==> config.mk <==
export PLATFORM = sky130hd
export DESIGN_NAME = instr_fetch_unit
export DESIGN_NICKNAME = d
export VERILOG_FILES = /design/src/rtl/instr_fetch_unit.sv
export SDC_FILE = /design/constraint.sdc
export NUM_CORES = 1
export LEC_CHECK = 0
export CAP_MARGIN = 25
export CORE_MARGIN = 5
export CORE_UTILIZATION = 46
export DETAILED_ROUTE_END_ITERATION = 10
export PLACE_DENSITY = 0.82
export SYNTH_ARGS = -nofsm -noshare
export SYNTH_HDL_FRONTEND = slang
export SYNTH_SLANG_ARGS = --single-unit
==> constraint.sdc <==
create_clock -name clk -period 3.6 [get_ports clk]
set_input_delay 1.08 -clock clk [delete_from_list [all_inputs] [get_ports clk]]
set_output_delay 1.08 -clock clk [all_outputs]
set_load 0.01 [all_outputs]
==> src/rtl/instr_fetch_unit.sv <==
// instr_fetch_unit: PC/next-PC fetch stage with imem req/ack and decode valid/ready handshakes.
// Define FETCH_PERF_CNT_EN to add the fetch_cnt/stall_cnt performance counters.
module instr_fetch_unit #(
  parameter logic [31:0] RESET_PC = 32'h0040_0000
) (
  input  logic        clk,
  input  logic        rst_n,
  output logic        imem_req,
  output logic [31:0] imem_addr,
  input  logic        imem_ack,
  input  logic [31:0] imem_rdata,
  output logic        inst_valid,
  input  logic        inst_ready,
  output logic [31:0] instruction,
  output logic [31:0] pc,
  output logic [31:0] pc_plus4,
  input  logic        branch_taken,
  input  logic [31:0] branch_offset,
  input  logic        jump_sel,
`ifdef FETCH_PERF_CNT_EN
  input  logic [25:0] jump_target,
  output logic [31:0] fetch_cnt,
  output logic [31:0] stall_cnt
`else
  input  logic [25:0] jump_target
`endif
);
  typedef enum logic [1:0] {IDLE, REQ, HOLD} state_t;
  state_t state, state_nx;
  logic [31:0] fetch_pc, fetch_pc_nx;
  logic accept;
  assign accept = inst_valid & inst_ready;
  assign pc_plus4 = pc + 32'd4;
  assign imem_addr = fetch_pc;
  assign fetch_pc_nx = jump_sel     ? {pc_plus4[31:28], jump_target, 2'b00} :
                       branch_taken ? pc_plus4 + (branch_offset << 2) : pc_plus4;
  always_ff @(posedge clk or negedge rst_n)
    if (!rst_n) state <= IDLE;
    else state <= state_nx;
  always_comb
    state_nx = state == IDLE ? REQ :
               state == REQ  ? (imem_ack ? HOLD : REQ) :
               state == HOLD ? (inst_ready ? REQ : HOLD) : IDLE;
  always_comb begin
    imem_req = state == REQ;
    inst_valid = state == HOLD;
  end
  always_ff @(posedge clk or negedge rst_n)
    if (!rst_n) begin
      fetch_pc <= RESET_PC & ~32'd3;
      instruction <= '0;
      pc <= '0;
    end else begin
      if (imem_req && imem_ack) begin
        instruction <= imem_rdata;
        pc <= fetch_pc;
      end
      if (accept) fetch_pc <= fetch_pc_nx;
    end
`ifdef FETCH_PERF_CNT_EN
  always_ff @(posedge clk or negedge rst_n)
    if (!rst_n) begin
      fetch_cnt <= '0;
      stall_cnt <= '0;
    end else begin
      if (accept) fetch_cnt <= fetch_cnt + 32'd1;
      if (imem_req && !imem_ack) stall_cnt <= stall_cnt + 32'd1;
    end
`endif
endmodule

==> After elaboration in Yosys (flattened, before gate mapping) <==
Cells that the tools add are included.
{ "word_totals": {"register_bits": 98, "out_inout_bits": 130, "in_bits": 96, "word_cells": 18} }
{ "op_classes": {"mux": 7, "addsub": 2, "n_eq_ne": 2, "reduce_logical": 2, "bitwise_logic": 1} }
{ "op_table": {"columns": ["op", "count"], "rows": [
  ["32-bit two-way mux", 2],
  ["32-bit by 3-bit adder with 32-bit output (second input constant)", 1],
  ["32-bit adder", 1],
  ["2-bit two-way mux", 5],
  ["2-bit by 1-bit equality test with 1-bit output (second input constant)", 1],
  ["2-bit equality test (second input constant)", 1],
  ["2-bit zero test", 1],
  ["1-bit AND", 1],
  ["1-bit logical AND", 1]
]} }

==> Depth between registers and ports, before layout <==
Gate-level depths: netlist of run 1.
{ "depth": {"ltp_word": 4, "depth_mapped": 16, "mapped_depth_nobuf": 15} }

==> Worst setup path after synthesis of run 1 <==
No wires, ideal clock.
{ "synth_timing": {"path_type": "reg2reg", "startpoint": "reg pc[4]", "endpoint": "reg fetch_pc[29], in the netlist imem_addr[29]", "required_time_ns": 3.472, "stages_incl_launch_ff": 16, "path_buffers": 1, "setup_time_ns": 0.128, "t_arrival_ns": 3.270, "period_less_slack_ns": 3.399, "slack_ns": 0.201, "path_cell_list": "dfrtp_1 and3_2 and4_1 nand4_2 nor2_1 xor2_1 ha_1 clkbuf_1 a21o_1 a21o_1 a21oi_1 o21ai_0 a221oi_1 nor3_1 a211oi_1 o22ai_1"} }
{ "synth_via": {"elab_chain_cells": 4} }
{ "synth_rtl": {"columns": ["element", "line_no", "text"], "rows": [
  ["start, declared", "15", "output logic [31:0] pc,"],
  ["start signal, assigned", "56", "pc <= fetch_pc;"],
  ["32-bit by 3-bit adder with 32-bit output", "33", "assign pc_plus4 = pc + 32'd4;"],
  ["named net pc_plus4[22]", "16", "output logic [31:0] pc_plus4,"],
  ["32-bit adder", "36", "branch_taken ? pc_plus4 + (branch_offset << 2) : pc_plus4;"],
  ["32-bit two-way mux", "36", null],
  ["32-bit two-way mux", "35", "assign fetch_pc_nx = jump_sel ? {pc_plus4[31:28], jump_target, 2'b00} :"],
  ["end signal, assigned", "50", "fetch_pc <= RESET_PC & ~32'd3;"],
  ["end signal, assigned", "58", "if (accept) fetch_pc <= fetch_pc_nx;"],
  ["end, declared", "30", "logic [31:0] fetch_pc, fetch_pc_nx;"]
]} }
The timed path passes the listed nets, and every way through them passes these cells.
A chain may end at the register's enable or synchronous reset.

==> Worst setup path in the final report of run 1 <==
{ "layout_timing": {"startpoint": "reg pc[5]", "endpoint": "out pc_plus4[20]"} }
{ "layout_via": {"elab_chain_cells": 1} }
{ "layout_rtl": {"columns": ["element", "line_no"], "rows": [
  ["32-bit by 3-bit adder with 32-bit output", "33"],
  ["end, declared", "16"]
]} }
Every way passes these cells.

==> metrics.md, run 1 <==
| Metric | Value |
|---|---|
| Outcome | `completed` |
| CTS tree | `built` |
| Worst R2R Setup Slack | `0.15 ns` |
| Number of synthesized flops with an enable pin | `0` |
| Post-synthesis sequential area ratio | `38.34%` |
| Footprint of the multi-input gates | `0.003955 mm²` |
| # nets final | `1056` |
| Min cycle time layout | `3.547 ns` |
| Antenna violations before repair | `1` |
| H-tree depth | `3` |
| Gr ovfl total | `0` |
| Syn-to-layout area delta | `52.73%` |
| GP Congestion | `0.9407` |
| Share of cells above drive strength 1 | `21.14%` |
| Core area | `0.01377 mm²` |
| Residual DRC | `0` |
| Via count | `6300` |
| Worst-path maximum fanout | `7` |
| Worst Setup Start Kind | `register` |
| Dominant combinational cell family by area after synthesis | `compound AO/OA/AOI/OAI gates` |
| Vias in the first global route | `6182` |
| Die footprint | `0.01637 mm²` |
| Slew HR | `57.70%` |
| Final Hold Viols | `0` |
| Final period util | `98.53%` |
| Post-CTS Hold Buffers | `0` |
| Synth top area share | `37.93%` |
| Drt wl/cell | `19.37 µm` |
| Crit Path Class | `reg2out` |
| Ports | `226` |
| PnR worst setup slack | `0.05300 ns` |
| Worst-skew pair later-pin latency | `0.34 ns` |
| Pins over their slew limit | `0` |
| Synth top cells by count | `dfrtp_1, mux2_2, nand2_1, a21oi_1, nor2_1` |
| Worst Path Required | `2.52 ns` |
| Reg2reg start | `pc[5]` |
| Async set or reset register ratio after synthesis | `100.0%` |
| Synth Area in Simple Gates | `13.57%` |
| Initial Util | `46.47%` |
| Die height | `128.0 µm` |
| Power density cells | `881.8 mW/mm²` |
| Post-synthesis area per instance | `9.741 µm²` |
| Pin count of the biggest net entering global routing | `51` |
| Final core utilization | `70.97%` |
| Main flop type after synthesis | `dfrtp_1` |
| Clk sinks | `98` |
| Detailed Route WL | `21470 µm` |
| Adder-cell share of the synthesized area | `7.351%` |
| Detail Route Antenna Nets | `0` |
| Root Driver | `clkbuf_16` |
| Bufs on Longest Clock Path | `2` |
| Pleak | `4.323 nW` |
| Placed Cells incl. Taps | `1081` |
| Violation count after the first detailed-routing iteration | `542` |
| # rows | `43` |
| Yosys warns | `0` |
| Mux contribution to synthesized area | `12.04%` |
| Worst setup path end | `pc_plus4[20]` |
| Pre-CTS setup slack | `-0.3699 ns` |
| Crit path DAT | `2.47 ns` |
| GRT Total Usage | `25.36%` |
| I/O Buffers | `223` |
| Finish-stage setup viols | `0` |
| Cts bufs inserted | `9` |
| Critical register-to-register path endpoint | `imem_addr[31]` |
| CP endpoint kind | `primary output` |
| Filler cells | `1072` |
| #FFs+latches synth | `98` |
| Actual slew at the worst max-slew pin | `0.6345 ns` |
| Synthesized area | `0.006400 mm²` |
| Worst reg-to-reg path cell count | `14` |
| Cells after synthesis | `657` |
| MaxCap Viol Count | `0` |
| Fmax | `281.9 MHz` |
| Register area | `0.002457 mm²` |
| Synth Area in Compound Gates | `19.12%` |
| Post-Syn Nets | `790` |
| First-pass detailed-route iteration total | `5` |
| Min-Delay Path Class | `reg2reg` |
| Synth Area in XOR/XNOR | `6.979%` |
| Synth area leader | `dfrtp_1` |
| Routed vias/inst | `5.686` |
| Post-Layout Cell Count | `1108` |
| First-pass GRT wire length | `32880 µm` |
| Post-synth cell types | `69` |
| VDD IR max | `0.5257 mV` |
| Skew final | `0.01063 ns` |
| Die W | `128.0 µm` |
| Clock transition at the registers of the reported paths | `0.07 ns` |
| Post-detail-place hpwl | `16790 µm` |
| Most instantiated library cell after synthesis | `dfrtp_1` |
| RSZ-0062 raised after global routing | `yes` |
| Synth area leaders | `dfrtp_1, mux2_2, ha_1` |
| CP startpoint | `pc[5]` |
## state kept, by name, summed over array words and instances, names as in the netlist
register / cells
imem_addr: 32
pc: 32
state: 2
instruction: 32
## metal layers
| metal | GRT usage, % | vias up | part of all wire (%) |
|---|---|---|---|
| li1 | - | 2938 | - |
| met1 | 33.35 | 3009 | 41 |
| met2 | 40.11 | 302 | 47 |
| met3 | 5.708 | 51 | 8.4 |
| met4 | 11.24 | 0 | 4.3 |
| met5 | 0 | - | 0 |
## worst min path at each step
stage                    start         endpoint  slack [ns]  cells past startpoint
6_report       instruction[31]  instruction[31]        0.51                      1
5_1_grt        instruction[16]  instruction[16]        0.53                      1
4_1_cts           imem_addr[9]     imem_addr[9]        0.51                      1
3_5_place_dp          state[1]         state[0]        0.49                      1
3_3_place_gp     imem_addr[12]    imem_addr[12]        0.48                      2
2_1_floorplan         state[1]         state[0]        0.46                      1
## area by class of cell
cell class / instances / share of cell area, %
flip-flops and latches: 98 / 25.14
repair buffers: 286 / 28.05
clock inverters: 6 / 1.331
multi-input cells: 518 / 40.46
well taps: 180 / 2.304
inverters: 10 / 0.3840
diodes: 1 / 0.02560
clock buffers: 9 / 2.304
## what timing repair did
action | CTS | global route
setup endpoints to repair | 13 | 30
resized for setup | 10 | 31
cloned | 0 | 0
setup buffers | 2 | 9
pin swaps | 2 | 18
## cells in the final DEF, fill, tap and decap left out, types with 13 or more instances in the layout
cell type	netlist	routed
o21ai_0	42	41
nand3_1	17	17
dfrtp_1	97	94
ha_1	36	34
buf_4	2	62
a21o_1	20	20
nand2_1	59	59
xnor2_1	35	24
xor2_1	16	15
clkdlybuf4s50_1	0	215
nand4_1	14	14
a211oi_1	13	13
a21oi_1	45	42
nor2_1	43	41
mux2_2	64	64
## cell families (layout without fill, tap and decap cells)
family | after synthesis | after routing
AO/OA/AOI/OAI | 183 | 183
XOR/XNOR | 51 | 51
adder cells (fa/ha/maj) | 37 | 37
buffers and inverters | 41 | 311
flip-flops | 98 | 98
multiplexers | 69 | 69
other | 0 | 1
AND/OR/NAND/NOR | 178 | 178
## per-stage QoR
stage / power (W) / hold slack (ns) / area [µm²] / setup TNS, ns
after floorplan: 0.004661 / 0.4551 / 6400 / 0
after global placement: 0.007089 / 0.4819 / 9141 / -2.923
after detailed placement: 0.007205 / 0.4876 / 9141 / -3.553
after CTS: 0.008433 / 0.5091 / 9568 / 0
after global routing: 0.009150 / 0.5262 / 9774 / -0.1168
final: 0.008619 / 0.5054 / 9774 / 0
## critical path, stage by stage (launching register included)
cell and delay [ns]:
dfrtp_1 0.36, and3_2 0.24, and4_2 0.29, nand4_4 0.18, nor2_2 0.15, xor2_1 0.23
buf_4 0.17, clkdlybuf4s50_1 0.53
## power by group
part | switching [W] | internal [W]
clock network | 0.000397 | 0.000743
logic | 0.00254 | 0.00285
registers | 0.000464 | 0.00162
(Power assumes the default switching activity.)
==> inputs of run 2 (changes only) <==
--- a/config.mk
+++ b/config.mk
@@ -5,11 +5,10 @@
 export SDC_FILE = /design/constraint.sdc
 export NUM_CORES = 1
 export LEC_CHECK = 0
-export CAP_MARGIN = 25
 export CORE_MARGIN = 5
-export CORE_UTILIZATION = 46
+export CORE_UTILIZATION = 42
 export DETAILED_ROUTE_END_ITERATION = 10
-export PLACE_DENSITY = 0.82
+export PLACE_DENSITY = 0.78
 export SYNTH_ARGS = -nofsm -noshare
 export SYNTH_HDL_FRONTEND = slang
 export SYNTH_SLANG_ARGS = --single-unit
==> constraint.sdc (replaced) <==
create_clock -name clk -period 3.1 [get_ports clk]
set_input_delay 0.93 -clock clk [delete_from_list [all_inputs] [get_ports clk]]
set_output_delay 0.93 -clock clk [all_outputs]
set_load 0.01 [all_outputs]
==> run 2 against run 1 <==
Net effect:
- the flow now finishes with violations (setup timing)
- sequential share of layout area down 3.8 points
- die area up 8.8%
- critical path depth up 8
- critical path type is now reg2reg
- critical endpoint is now imem_addr[24]
- largest cell class unchanged
- highest routed layer unchanged
==> metrics.md, run 2 (same netlist as run 1, synthesis figures left out) <==
| Metric | Value |
|---|---|
| Outcome | `finished with violations` |
| Failing checks | `setup timing` |
| Violation count after the first detailed-routing iteration | `747 (+38%)` |
| Crit Path Class | `reg2reg` |
| Worst R2R Setup Slack | `-0.46 ns (-0.61 ns)` |
| Placed inst area | `0.01015 mm² (+11%)` |
| Filler cells | `912 (-15%)` |
| First-pass GRT wire length | `36860 µm (+12%)` |
| Max layer used | `met4` |
| Power density cells | `1016 mW/mm² (+15%)` |
| MaxCap Viol Count | `0 (unchanged)` |
| Critical register-to-register path endpoint | `imem_addr[24]` |
| CP Cell Sequence | `buf_6 -> and2_4 -> and2_4 -> and3_4 -> buf_6 -> nand2_1 -> xnor2_2 -> ha_1 -> nand3_1 -> nor2_1 -> a211oi_2 -> o41a_1 -> xnor2_1 -> nor2_1 -> o31ai_1` |
| Pleak | `5.181 nW (+20%)` |
| Clock transition at the registers of the reported paths | `0.07 ns (about the same)` |
| WP buf/inv | `2 (unchanged)` |
| GRT Total Usage | `25.84% (+0.48 points)` |
| Final core utilization | `76.57% (+5.6 points)` |
| CTS tree | `built` |
| Antenna violations before repair | `0 (-1)` |
| PnR worst setup slack | `-0.4591 ns (-0.5121 ns)` |
| # nets final | `1201 (+14%)` |
| Diodes inserted | `0 (-1)` |
| Skew final | `0.01314 ns (+0.002507 ns)` |
| Post-detail-place hpwl | `18030 µm (+7.4%)` |
| Residual DRC | `0 (unchanged)` |
| Worst hold margin | `0.4830 ns (-0.02243 ns)` |
| Root Driver | `clkbuf_16` |
| Final Hold Viols | `0 (unchanged)` |
| Crit-path max cell delay | `0.41 ns (-0.12 ns)` |
| Actual slew at the worst max-slew pin | `0.6336 ns (-0.0009167 ns)` |
| Worst Path Required | `3.33 ns (+0.81 ns)` |
| Cts bufs inserted | `9 (unchanged)` |
| Finish-stage setup viols | `23 (+23)` |
| Min-Delay Path Class | `reg2reg` |
| Syn-to-layout area delta | `80.53%` |
| Share of cells above drive strength 1 | `41.47% (+20 points)` |
| Pin count of the biggest net entering global routing | `60 (+18%)` |
| CP endpoint kind | `register` |
| Die footprint | `0.01781 mm² (+8.8%)` |
| Drt wl/cell | `21.20 µm (+9.4%)` |
| Via count | `7269 (+15%)` |
| Ports | `226 (unchanged)` |
| Most frequent cells in the layout | `clkdlybuf4s50_1, buf_4, dfrtp_1, mux2_2, nand2_1` |
| Fmax | `281.0 MHz` |
| H-tree depth | `3 (unchanged)` |
| Min cycle time layout | `3.559 ns` |
| Initial Util | `42.41% (-4.1 points)` |
| GP Congestion | `0.9535 (+1.4%)` |
| Pre-CTS setup slack | `-0.6091 ns (-0.2392 ns)` |
| Commonest non-fill, non-tap cell in the layout | `clkdlybuf4s50_1` |
| Delay-heaviest family, CP | `simple AND/OR/NAND/NOR gates` |
| Final Cell Area | `0.01155 mm² (+18%)` |
| Met2 wire len | `12440 µm (+24%)` |
| Detail Route Antenna Nets | `0 (unchanged)` |
| Slew HR | `57.66% (about the same)` |
| Reg2reg start | `pc[3]` |
| CP startpoint | `pc[3]` |
| Final period util | `114.8%` |
| Vias in the first global route | `6892 (+11%)` |
| Worst hold path depth | `1 (unchanged)` |
| Footprint of the multi-input gates | `0.004619 mm² (+17%)` |
| Worst Setup Start Kind | `register` |
| I/O Buffers | `223 (unchanged)` |
| VDD IR max | `0.6499 mV (+24%)` |
| Detailed Route WL | `26740 µm (+25%)` |
| Worst reg-to-reg path cell count | `15 (+1)` |
| # rows | `45 (+4.7%)` |
| Worst hold start | `state[1]` |
| Die W | `133.4 µm (+4.3%)` |
| Routed vias/inst | `5.764 (+1.4%)` |
| Design Power | `0.01174 W (+36%)` |
| Pins over their slew limit | `0 (unchanged)` |
| Met3 routed WL | `2739 µm (+52%)` |
| Clk sinks | `98 (unchanged)` |
| Die height | `133.4 µm (+4.3%)` |
| First-pass detailed-route iteration total | `6 (+1)` |
| Bufs on Longest Clock Path | `2 (unchanged)` |
| Gr ovfl total | `0 (unchanged)` |
| Met1 WL | `10080 µm (+16%)` |
| Register area | `0.002462 mm² (+0.20%)` |
| Worst Hold End | `state[0]` |
| RSZ-0062 raised after global routing | `yes` |
| Slowest CP cell | `ha_1` |
| Crit path DAT | `3.79 ns (+1.32 ns)` |
| Core area | `0.01509 mm² (+9.6%)` |
| Worst-skew pair later-pin latency | `0.34 ns (about the same)` |
| Worst-path maximum fanout | `5 (-2)` |
[run 2: changes by cell type in the layout (fill, tap and decap cells not counted), moves of 7 or more]
cell,delta
a21oi_2,+16
buf_6,+30
a21oi_1,-19
o21ai_0,-10
xnor2_4,+7
clkdlybuf4s50_1,-19
xnor2_1,-7
o21ai_2,+8
ha_1,-12
buf_4,+123
ha_4,+11
[run 2: worst max path at each step]
stage	to	cells past startpoint
3_5_place_dp	imem_addr[22]	11
3_3_place_gp	imem_addr[22]	11
5_1_grt	imem_addr[24]	15
2_1_floorplan	imem_addr[29]	15
4_1_cts	pc_plus4[24]	7
6_report	imem_addr[24]	15
[run 2: worst register-to-register path, stage by stage (launching register included)]
cell and delay [ns]:
dfrtp_1 0.40, buf_6 0.12, and2_4 0.16, and2_4 0.15, and3_4 0.20, buf_6 0.10
nand2_1 0.08, xnor2_2 0.16, ha_1 0.41, nand3_1 0.11, nor2_1 0.27, a211oi_2 0.15
o41a_1 0.40, xnor2_1 0.27, nor2_1 0.15, o31ai_1 0.33
[run 2: layer usage]
layer	track usage [%]	vias up
met2	40.58	472
met5	0	-
met4	12.23	0
met3	6.005	113
met1	33.88	3466
li1	-	3218
[run 2: report_power, final]
part | internal (W) | switching, W | leakage (nW)
Combinational | 0.00441 | 0.00376 | 3.84
Clock | 0.000674 | 0.000486 | 0.156
Sequential | 0.00188 | 0.000536 | 1.18
Total | 0.00697 | 0.00478 | 5.18
[run 2: area by class of cell]
type	instances	area share [%]
timing repair buffer	431	33.63
sequential	98	21.31
clock inverter	5	0.5306
inverter	10	0.3249
clock buffer	11	2.188
multi-input combinational	518	39.98
tap	188	2.036
[run 2: through the flow]
step / instances / setup TNS, ns
2_1_floorplan: 657 / -0.1195
6_report: 1261 / -3.623
3_5_place_dp: 1200 / -10.65
3_3_place_gp: 1200 / -9.841
5_1_grt: 1261 / -6.928
4_1_cts: 1237 / -1.074
[run 2: timing repair]
action,in CTS,in global routing
endpoints found under the hold margin,0,0
setup endpoints to repair,43,41
hold buffers,0,0
buffers inserted,21,29
pin swaps,71,74
gates resized for setup,103,124
cloned,0,0
==> inputs of run 3 (changes only) <==
--- a/config.mk
+++ b/config.mk
@@ -6,9 +6,9 @@
 export NUM_CORES = 1
 export LEC_CHECK = 0
 export CORE_MARGIN = 5
-export CORE_UTILIZATION = 42
+export CORE_UTILIZATION = 36
 export DETAILED_ROUTE_END_ITERATION = 10
-export PLACE_DENSITY = 0.78
+export PLACE_DENSITY = 0.69
 export SYNTH_ARGS = -nofsm -noshare
 export SYNTH_HDL_FRONTEND = slang
 export SYNTH_SLANG_ARGS = --single-unit
==> run 3 against run 2 <==
Net effect:
- the flow still finishes with violations (setup timing)
- critical path depth grew 3
- combinational power grew 1%
- clock power grew 10%
- maximum frequency grew 8.4%
- routed wire length shrank 5.3%
- count of clock-buffer cells in the layout is the same
- die area grew 15%
- critical path type unchanged
- critical endpoint is now imem_addr[31]
==> metrics.md, run 3 (same netlist as run 1, synthesis figures left out) <==
| Metric | Value |
|---|---|
| Bufs on Longest Clock Path | `2 (unchanged)` |
| Core area | `0.01736 mm² (+15%)` |
| Post-CTS Hold Buffers | `0 (unchanged)` |
| Pleak | `5.239 nW (+1.1%)` |
| Via count | `6859 (-5.6%)` |
| RSZ-0062 raised after global routing | `yes` |
| Commonest non-fill, non-tap cell in the layout | `clkdlybuf4s50_1` |
| Power density cells | `1018 mW/mm² (+0.11%)` |
| Detail Route Antenna Nets | `0 (unchanged)` |
| Placed inst area | `0.01018 mm² (+0.28%)` |
| Post-detail-place hpwl | `18690 µm (+3.7%)` |
| First-pass GRT wire length | `37410 µm (+1.5%)` |
| Drt wl/cell | `19.54 µm (-7.8%)` |
| Ports | `226 (unchanged)` |
| Pins over their slew limit | `0 (unchanged)` |
| First-pass detailed-route iteration total | `5 (-1)` |
| Routed vias/inst | `5.297 (-8.1%)` |
| # rows | `48 (+6.7%)` |
| Worst Path Required | `3.35 ns (+0.02 ns)` |
| Final Cell Area | `0.01170 mm² (+1.3%)` |
| Most frequent cells in the layout | `clkdlybuf4s50_1, buf_4, dfrtp_1, mux2_2, nand2_1` |
| Worst Hold End | `state[0]` |
| Final period util | `105.9% (-8.9 points)` |
| Critical register-to-register path endpoint | `imem_addr[31]` |
| Failing checks | `setup timing` |
| H-tree depth | `3 (unchanged)` |
| Pin count of the biggest net entering global routing | `55 (-8.3%)` |
| Detailed Route WL | `25310 µm (-5.3%)` |
| Die footprint | `0.02054 mm² (+15%)` |
| MaxCap Viol Count | `0 (unchanged)` |
| Post-Layout Cell Count | `1295 (+2.7%)` |
| CP endpoint kind | `register` |
| GRT Total Usage | `23.16% (-2.7 points)` |
| I/O Buffers | `223 (unchanged)` |
| Reg2reg start | `pc[2]` |
| Clk sinks | `98 (unchanged)` |
| VDD IR max | `0.5538 mV (-15%)` |
| Min-Delay Path Class | `reg2reg` |
| Outcome | `finished with violations` |
| Slew HR | `59.82% (+2.2 points)` |
| PnR worst setup slack | `-0.1831 ns (+0.2760 ns)` |
| Actual slew at the worst max-slew pin | `0.6027 ns (-0.03087 ns)` |
| Violation count after the first detailed-routing iteration | `351 (-53%)` |
| Vias in the first global route | `6946 (+0.78%)` |
| CTS tree | `built` |
| Clock transition at the registers of the reported paths | `0.07 ns (about the same)` |
| Initial Util | `36.87% (-5.5 points)` |
| Worst-path maximum fanout | `4 (-1)` |
| Syn-to-layout area delta | `82.85%` |
| Crit Path Class | `reg2reg` |
| Antenna violations before repair | `1 (+1)` |
| Gr ovfl total | `0 (unchanged)` |
| Placed Cells incl. Taps | `1233 (+2.8%)` |
| Worst hold start | `state[1]` |
| Worst R2R Setup Slack | `-0.18 ns (+0.28 ns)` |
| Root Driver | `clkbuf_16` |
| Die height | `143.3 µm (+7.4%)` |
| Worst-skew pair later-pin latency | `0.34 ns (about the same)` |
| Die W | `143.3 µm (+7.4%)` |
| Finish-stage setup viols | `13 (-43%)` |
| Min cycle time layout | `3.283 ns (-0.2760 ns)` |
| Residual DRC | `0 (unchanged)` |
| GP Congestion | `0.8878 (-6.9%)` |
| Worst hold path depth | `1 (unchanged)` |
| Worst Setup Start Kind | `register` |
| Crit path DAT | `3.53 ns (-0.26 ns)` |
| Final Hold Viols | `0 (unchanged)` |
| Share of cells above drive strength 1 | `42.19% (+0.72 points)` |
| Cts bufs inserted | `9 (unchanged)` |
| # nets final | `1197 (-0.33%)` |
| Skew final | `0.01070 ns (-0.002435 ns)` |
| Worst reg-to-reg path cell count | `18 (+3)` |
| Fmax | `304.6 MHz (+8.4%)` |
-- run 3: cell types whose count changed in the layout (fill, tap and decap cells not counted), moves of 3 or more --
cell	change
o21ai_2	-3
ha_4	+3
o21ai_4	+3
a211oi_2	-3
xnor2_4	-3
nand2_1	-4
ha_1	-3
xnor2_2	+5
-- run 3: final cells by class --
type / count / area [µm²]
diodes: 1 / 2.502
clock buffers: 11 / 242.7
clock inverters: 5 / 102.6
fillers: 1270 / 5654
inverters: 10 / 37.54
multi-input cells: 518 / 4711
flip-flops and latches: 98 / 2461
well taps: 225 / 281.5
repair buffers: 427 / 3864
-- run 3: critical path, stage by stage (launching register included) --
cell and delay [ns]:
dfrtp_2 0.43, and2_4 0.19, nand4_4 0.12, nor3_4 0.21, buf_6 0.15, buf_6 0.09
and3_4 0.17, xor2_1 0.13, buf_4 0.19, ha_4 0.22, buf_6 0.11, nand4_1 0.13
nor2_2 0.08, a31oi_1 0.19, o21ai_1 0.12, a211oi_2 0.30, xnor2_2 0.18, nand2_1 0.08
o211ai_1 0.10
-- run 3: report_power, final --
group          leakage [nW]  internal (W)  switching, W
registers              1.19       0.00188      0.000481
clock network         0.166      0.000810      0.000473
logic                  3.89       0.00451       0.00375
-- run 3: per-layer routing --
layer  up-vias  track usage (%)  routed length (µm)  part of all wire [%]
met5         -                0                   0                     0
met4         0            8.573                 846                   3.3
met1      3310            30.18               10210                    40
met2       288            38.01               12160                    48
li1       3207                -                   -                     -
met3        54            5.058                2088                   8.2
-- run 3: timing repair --
item                                    4_1_cts  5_1_grt
pin swaps                                    79       68
resized for setup                           134      107
endpoints found under the setup margin       43       40
buffers inserted                             35       16
-- run 3: stage by stage --
stage               setup slack (ns)  utilization (%)  total power (W)  hold slack (ns)  TNS [ns]
floorplan                   -0.04781                -         0.005558           0.4551   -0.1195
global placement             -0.5610            58.65         0.009275           0.4795    -10.33
detailed placement           -0.6246            58.65         0.009359           0.4883    -11.08
CTS                          -0.1655            64.70          0.01131           0.5004    -1.380
global route                 -0.3267            67.42          0.01262           0.5181    -4.121
finish                       -0.1831            67.42          0.01191           0.4964    -1.122
-- run 3: worst max path at each step --
stage	startpoint	end	depth (start not counted)
floorplan	pc[10]	imem_addr[29]	15
global placement	branch_offset[0]	imem_addr[22]	11
detailed placement	branch_offset[0]	imem_addr[22]	11
CTS	pc[3]	pc_plus4[26]	10
global route	pc[3]	imem_addr[29]	16
finish	pc[2]	imem_addr[31]	18
